--- src/rtl/i2s_frame_ctrl.sv ---
// I2S master frame controller: 32 slots/frame, 31/32-cycle slots (1000 cycles/frame),
// Philips one-slot delay, stereo 16-bit playback and capture on the 48 MHz clock.
module i2s_frame_ctrl (
  input  logic        clk_48mhz,
  input  logic        reset_n,
  input  logic        en,
  input  logic [15:0] tx_left,
  input  logic [15:0] tx_right,
  input  logic        tx_valid,
  output logic        tx_ready,
  output logic        tx_underrun,
  output logic [15:0] rx_left,
  output logic [15:0] rx_right,
  output logic        rx_valid,
  output logic        bclk,
  output logic        ws,
  output logic        sdout,
  input  logic        sdin,
  output logic        running
);

  typedef enum logic {IDLE, RUN} state_t;

  state_t      state, state_nxt;
  logic [4:0]  slot, slot_nxt;
  logic [4:0]  phase, phase_nxt;
  logic        slot_end;
  logic        frame_end;
  logic [3:0]  bit_idx;
  logic        tx_bit;
  logic [15:0] tx_l_q, tx_r_q;
  logic [15:0] rx_l_sr, rx_r_sr;
  logic        primed;

  always_ff @(posedge clk_48mhz) begin
    if (!reset_n) begin
      state <= IDLE;
      slot  <= '0;
      phase <= '0;
    end else begin
      state <= state_nxt;
      slot  <= slot_nxt;
      phase <= phase_nxt;
    end
  end

  always_comb begin
    state_nxt = state;
    slot_nxt  = '0;
    phase_nxt = '0;
    slot_end  = (phase == ((slot[1:0] == 2'd3) ? 5'd31 : 5'd30));
    frame_end = slot_end && (slot == 5'd31);
    case (state)
      IDLE: begin
        if (en) state_nxt = RUN;
      end
      RUN: begin
        if (slot_end) begin
          slot_nxt = slot + 5'd1;
          if (frame_end && !en) state_nxt = IDLE;
        end else begin
          slot_nxt  = slot;
          phase_nxt = phase + 5'd1;
        end
      end
      default: state_nxt = IDLE;
    endcase
  end

  // Slot k maps to bit (16-k) of left or (32-k) of right; both reduce to -k mod 16.
  always_comb begin
    bit_idx = 4'd0 - slot[3:0];
    if (slot == 5'd0)       tx_bit = tx_r_q[0];
    else if (slot <= 5'd16) tx_bit = tx_l_q[bit_idx];
    else                    tx_bit = tx_r_q[bit_idx];
  end

  // Pins are registered from the counters, so they trail the counter state by one cycle.
  always_ff @(posedge clk_48mhz) begin
    if (!reset_n) begin
      running  <= 1'b0;
      tx_ready <= 1'b0;
      bclk     <= 1'b0;
      ws       <= 1'b0;
      sdout    <= 1'b0;
      tx_l_q   <= '0;
      tx_r_q   <= '0;
      rx_l_sr  <= '0;
      rx_r_sr  <= '0;
      rx_left  <= '0;
      rx_right <= '0;
      rx_valid <= 1'b0;
      primed   <= 1'b0;
    end else begin
      running  <= (state == RUN);
      tx_ready <= (state == RUN) && (slot == 5'd0) && (phase == 5'd0);
      bclk     <= (state == RUN) && phase[4];
      ws       <= (state == RUN) && slot[4];
      rx_valid <= 1'b0;

      if (state != RUN)        sdout <= 1'b0;
      else if (phase == 5'd0)  sdout <= tx_bit;

      if (state == IDLE) begin
        tx_l_q <= '0;
        tx_r_q <= '0;
      end else if (tx_ready) begin
        tx_l_q <= tx_valid ? tx_left  : '0;
        tx_r_q <= tx_valid ? tx_right : '0;
      end

      if (state == IDLE) begin
        rx_l_sr <= '0;
        rx_r_sr <= '0;
        primed  <= 1'b0;
      end else if (phase == 5'd17) begin
        if (slot >= 5'd1 && slot <= 5'd16) rx_l_sr <= {rx_l_sr[14:0], sdin};
        else                               rx_r_sr <= {rx_r_sr[14:0], sdin};
        if (slot == 5'd0) begin
          primed <= 1'b1;
          if (primed) begin
            rx_left  <= rx_l_sr;
            rx_right <= {rx_r_sr[14:0], sdin};
            rx_valid <= 1'b1;
          end
        end
      end
    end
  end

  assign tx_underrun = tx_ready & ~tx_valid;

endmodule

--- config.mk ---
export PLATFORM = sky130hd
export DESIGN_NAME = i2s_frame_ctrl
export DESIGN_NICKNAME = d
export VERILOG_FILES = /design/src/rtl/i2s_frame_ctrl.sv
export SDC_FILE = /design/constraint.sdc
export NUM_CORES = 1
export LEC_CHECK = 0
export BUFFER_PORTS_ARGS = -buffer_cell sky130_fd_sc_hd__buf_4
export CAP_MARGIN = 20
export CORE_ASPECT_RATIO = 2
export CORE_MARGIN = 1.5
export CORE_UTILIZATION = 54
export DETAILED_ROUTE_END_ITERATION = 8
export PLACE_DENSITY = 0.77
export SLEW_MARGIN = 20
export SYNTH_ARGS = -nofsm -noshare
export SYNTH_HDL_FRONTEND = slang
export SYNTH_SLANG_ARGS = --single-unit
--- constraint.sdc ---
create_clock -name clk_48mhz -period 8.1 [get_ports clk_48mhz]
set_clock_uncertainty 0.05 [all_clocks]
set_input_delay 1.215 -clock clk_48mhz [delete_from_list [all_inputs] [get_ports clk_48mhz]]
set_output_delay 1.215 -clock clk_48mhz [all_outputs]
set_load 0.01 [all_outputs]
==> key figures <==
Pwr
  • PD cells: 237 nW/um^2
  • Pint: 1.11 mW
  • Sw Ratio: 19.6%
  • Logic pwr share: 2.9%
  • Clk network pwr share: 56.3%
  • Sw power: 0.269 mW
  • Leakage: 2.35 nW
  • Peak supply drop: 0.169 mV
  • Sequential share of power: 40.8%

Placement
  • DP Wirelength: 6510 um
  • Placed cells: 648
  • Routability cong.: 0.807
  • Port bufs: 75
  • Dpl ws: 4.97 ns

Clocking
  • Root Buffer: clkbuf_16
  • Post_cts resized: 0
  • CTS buffer count: 17
  • Clock sinks: 113
  • Post-CTS setup buffer count: 0
  • Max Buffers Root-to-Sink: 2
  • CTS tree: built
  • Clk Latency, worst-skew pair: 0.41 ns
  • Cts hold-fix bufs: 0
  • H-tree levels: 4
  • Clock slew at reported path FFs: 0.05 ns

Synthesis
  • Dominant cell by count in the synthesized netlist: dfxtp_1
  • Synth async-reset ratio: 0%
  • Post-synth top cells: 113 x dfxtp_1, 78 x nor2_1, 72 x nand2_1, 37 x a21oi_1, 35 x mux2i_1
  • Yosys warns: 0
  • Yosys top cell area share: 49.4%
  • Synth top area cells: dfxtp_1 49%, mux2i_1 7.7%, nor2_1 6.4%
  • Sequential area share after synthesis: 49.4%
  • Yosys cell types: 41
  • Synth Instances: 504
  • Prevailing post-synth register cell: dfxtp_1
  • FF+latch count, synth: 113
  • Syn Nets: 548
  • Leading area contributor after synthesis: dfxtp_1
  • Netlist Area Pre-Place: 4580 um^2
  • Post-synth EDFFs: 0
  • Syn avg cell area: 9.09 um^2

Timing
  • Slew at the pin closest to its max-slew limit: 1.10 ns
  • Fin crit share: 38.8%
  • Slew headroom: 26.8%
  • Final setup margin: 4.95 ns
  • Hold Fails Final Rpt: 0
  • Final setup fails: 0
  • Max Freq: 318 MHz
  • Final min period: 3.15 ns
  • Setup tns final: 0 ns
  • RSZ-0062 raised after global routing: false
  • Final count of pins violating max slew: 0

Floorplanning
  • CORE AREA: 8230 um^2
  • Die area: 9070 um^2
  • Die Width: 68.1 um
  • IO Pins: 76
  • DIE HEIGHT: 133 um
  • Initial core utilization: 55.6%
  • # rows: 47

Drt
  • Initial DRC count: 181
  • Vias: 3,615
  • WL final: 9960 um
  • Via density: 5.32
  • DRC viols: 0
  • First-pass detailed-route iteration total: 6
  • WL/cell: 14.7 um
  • Detail Route Antenna Nets: 0

Finish
  • Synth-to-Final Area Change: 26.5%
  • Diodes inserted: 0
  • Non-Filler Instances: 680
  • Fillers: 665
  • Layout cells sized above 1: 20.8%
  • Final nets: 614

GRT
  • Vias in the first global route: 3,524
  • Total gr overflow: 0
  • Initial antenna violation count: 0
  • Global-route wire length before repair: 16,100 um
  • GRT Overall Usage: 23.7%
  • Largest net degree at the start of global routing: 54

Worst setup path
  • CP Cell Sequence: inv_1 > ha_1 > mux4_1 > mux2_2 > and4_1 > or3_1 > o31a_1
  • Peak fanout along the critical path: 15
  • WS Path Type: register to register
  • Setup crit end kind: register
  • Crit-path slowest cell: dfxtp_1
  • Worst Path Required: 8.34 ns
  • CP peak stage delay: 0.69 ns
  • Startpoint types: register
  • Worst EP arrival: 3.38 ns
  • R2R Setup Slk: 4.95 ns

Worst hold path
  • Hold Path Class: register to register

Run
  • Max-cap violation count: 0

Run status
  • Outcome: finished clean
[worst paths after layout]
kind | cells past startpoint | to | from
setup / recovery | 7 | sdout$_SDFFE_PN0P_ | slot[0]$_SDFFE_PN0N_
hold / removal | 2 | rx_left[5]$_SDFFE_PN0P_ | rx_left[5]$_SDFFE_PN0P_
setup reg to reg | 7 | sdout$_SDFFE_PN0P_ | slot[0]$_SDFFE_PN0N_
hold reg to reg | 2 | rx_left[5]$_SDFFE_PN0P_ | rx_left[5]$_SDFFE_PN0P_
[layer usage]
layer  GRT usage [%]  part of all wire, %  routed length [um]  vias up
li1                -                    -                   -     1811
met1            24.0                   36                3580     1679
met2            42.0                   57                5680      105
met3            7.52                  4.5                 445       20
met4            10.6                  2.5                 252        0
met5               0                    0                   0        -
[stage by stage]
stage / hold WS, ns / area, um^2 / util (%) / power (mW)
5_1_grt: 0.422 / 5790 / 70.4 / 1.42
4_1_cts: 0.405 / 5780 / 70.2 / 1.39
3_3_place_gp: 0.393 / 5150 / 62.6 / 0.611
6_report: 0.403 / 5790 / 70.4 / 1.37
3_5_place_dp: 0.397 / 5160 / 62.7 / 0.611
2_1_floorplan: 0.380 / 4580 / - / 0.591
[cell type report]
cell class | count | area (um^2) | area share (%)
multi-input combinational | 350 | 2150 | 37.2
timing repair buffer | 79 | 601 | 10.4
inverter | 9 | 33.8 | 0.583
tap | 98 | 123 | 2.12
sequential | 113 | 2260 | 39.0
clock buffer | 21 | 460 | 7.95
clock inverter | 10 | 159 | 2.74
[power by group through the flow]
stage	clock network, mW	registers (mW)	logic [mW]
floorplan	0	0.572	0.0189
global placement	0	0.572	0.0387
detailed placement	0	0.572	0.0391
CTS	0.785	0.561	0.0394
global route	0.813	0.561	0.0432
finish	0.774	0.561	0.0396
[layout by cell type (no fill, tap or decap), types with 3 or more instances in the layout]
| master | instances |
|---|---|
| nand3_1 | 6 |
| nor2b_1 | 32 |
| dfxtp_1 | 113 |
| a21boi_1 | 32 |
| mux2i_1 | 35 |
| ha_1 | 7 |
| and2_1 | 3 |
| bufinv_16 | 4 |
| and3_1 | 3 |
| inv_1 | 9 |
| xor2_1 | 4 |
| buf_4 | 78 |
| clkbuf_16 | 17 |
| clkinv_2 | 3 |
| o21ai_0 | 6 |
| a21oi_1 | 37 |
| xnor2_1 | 3 |
| mux4_2 | 4 |
| nor2_1 | 78 |
| nand2_1 | 71 |
[cell families after synthesis]
kind of cell,after synthesis,synth area share [%]
AO/OA/AOI/OAI,83,11.4
AND/OR/NAND/NOR,210,20.8
XOR/XNOR,8,1.69
flip-flops,113,49.4
buffers and inverters,41,3.80
multiplexers,42,11.0
adder cells (fa/ha/maj),7,1.91
[worst max-delay path, delay by kind of cell, from the launching register on]
family	cells	cell delay [ns]
muxes	2	0.70
buffers and inverters	1	0.17
adders and majority gates	1	0.65
DFF	1	0.69
and+or+nand+nor	2	0.48
AOI/OAI and AO/OA	1	0.29
[flip-flops by register name, indices dropped and copies added (netlist names), 5 cells and up]
signal    cells
rx_l_sr      16
rx_left      16
rx_right     16
tx_l_q       16
tx_r_q       16
rx_r_sr      15
phase         5
slot          5
No activity file was read; power rests on OpenSTA's default activity.
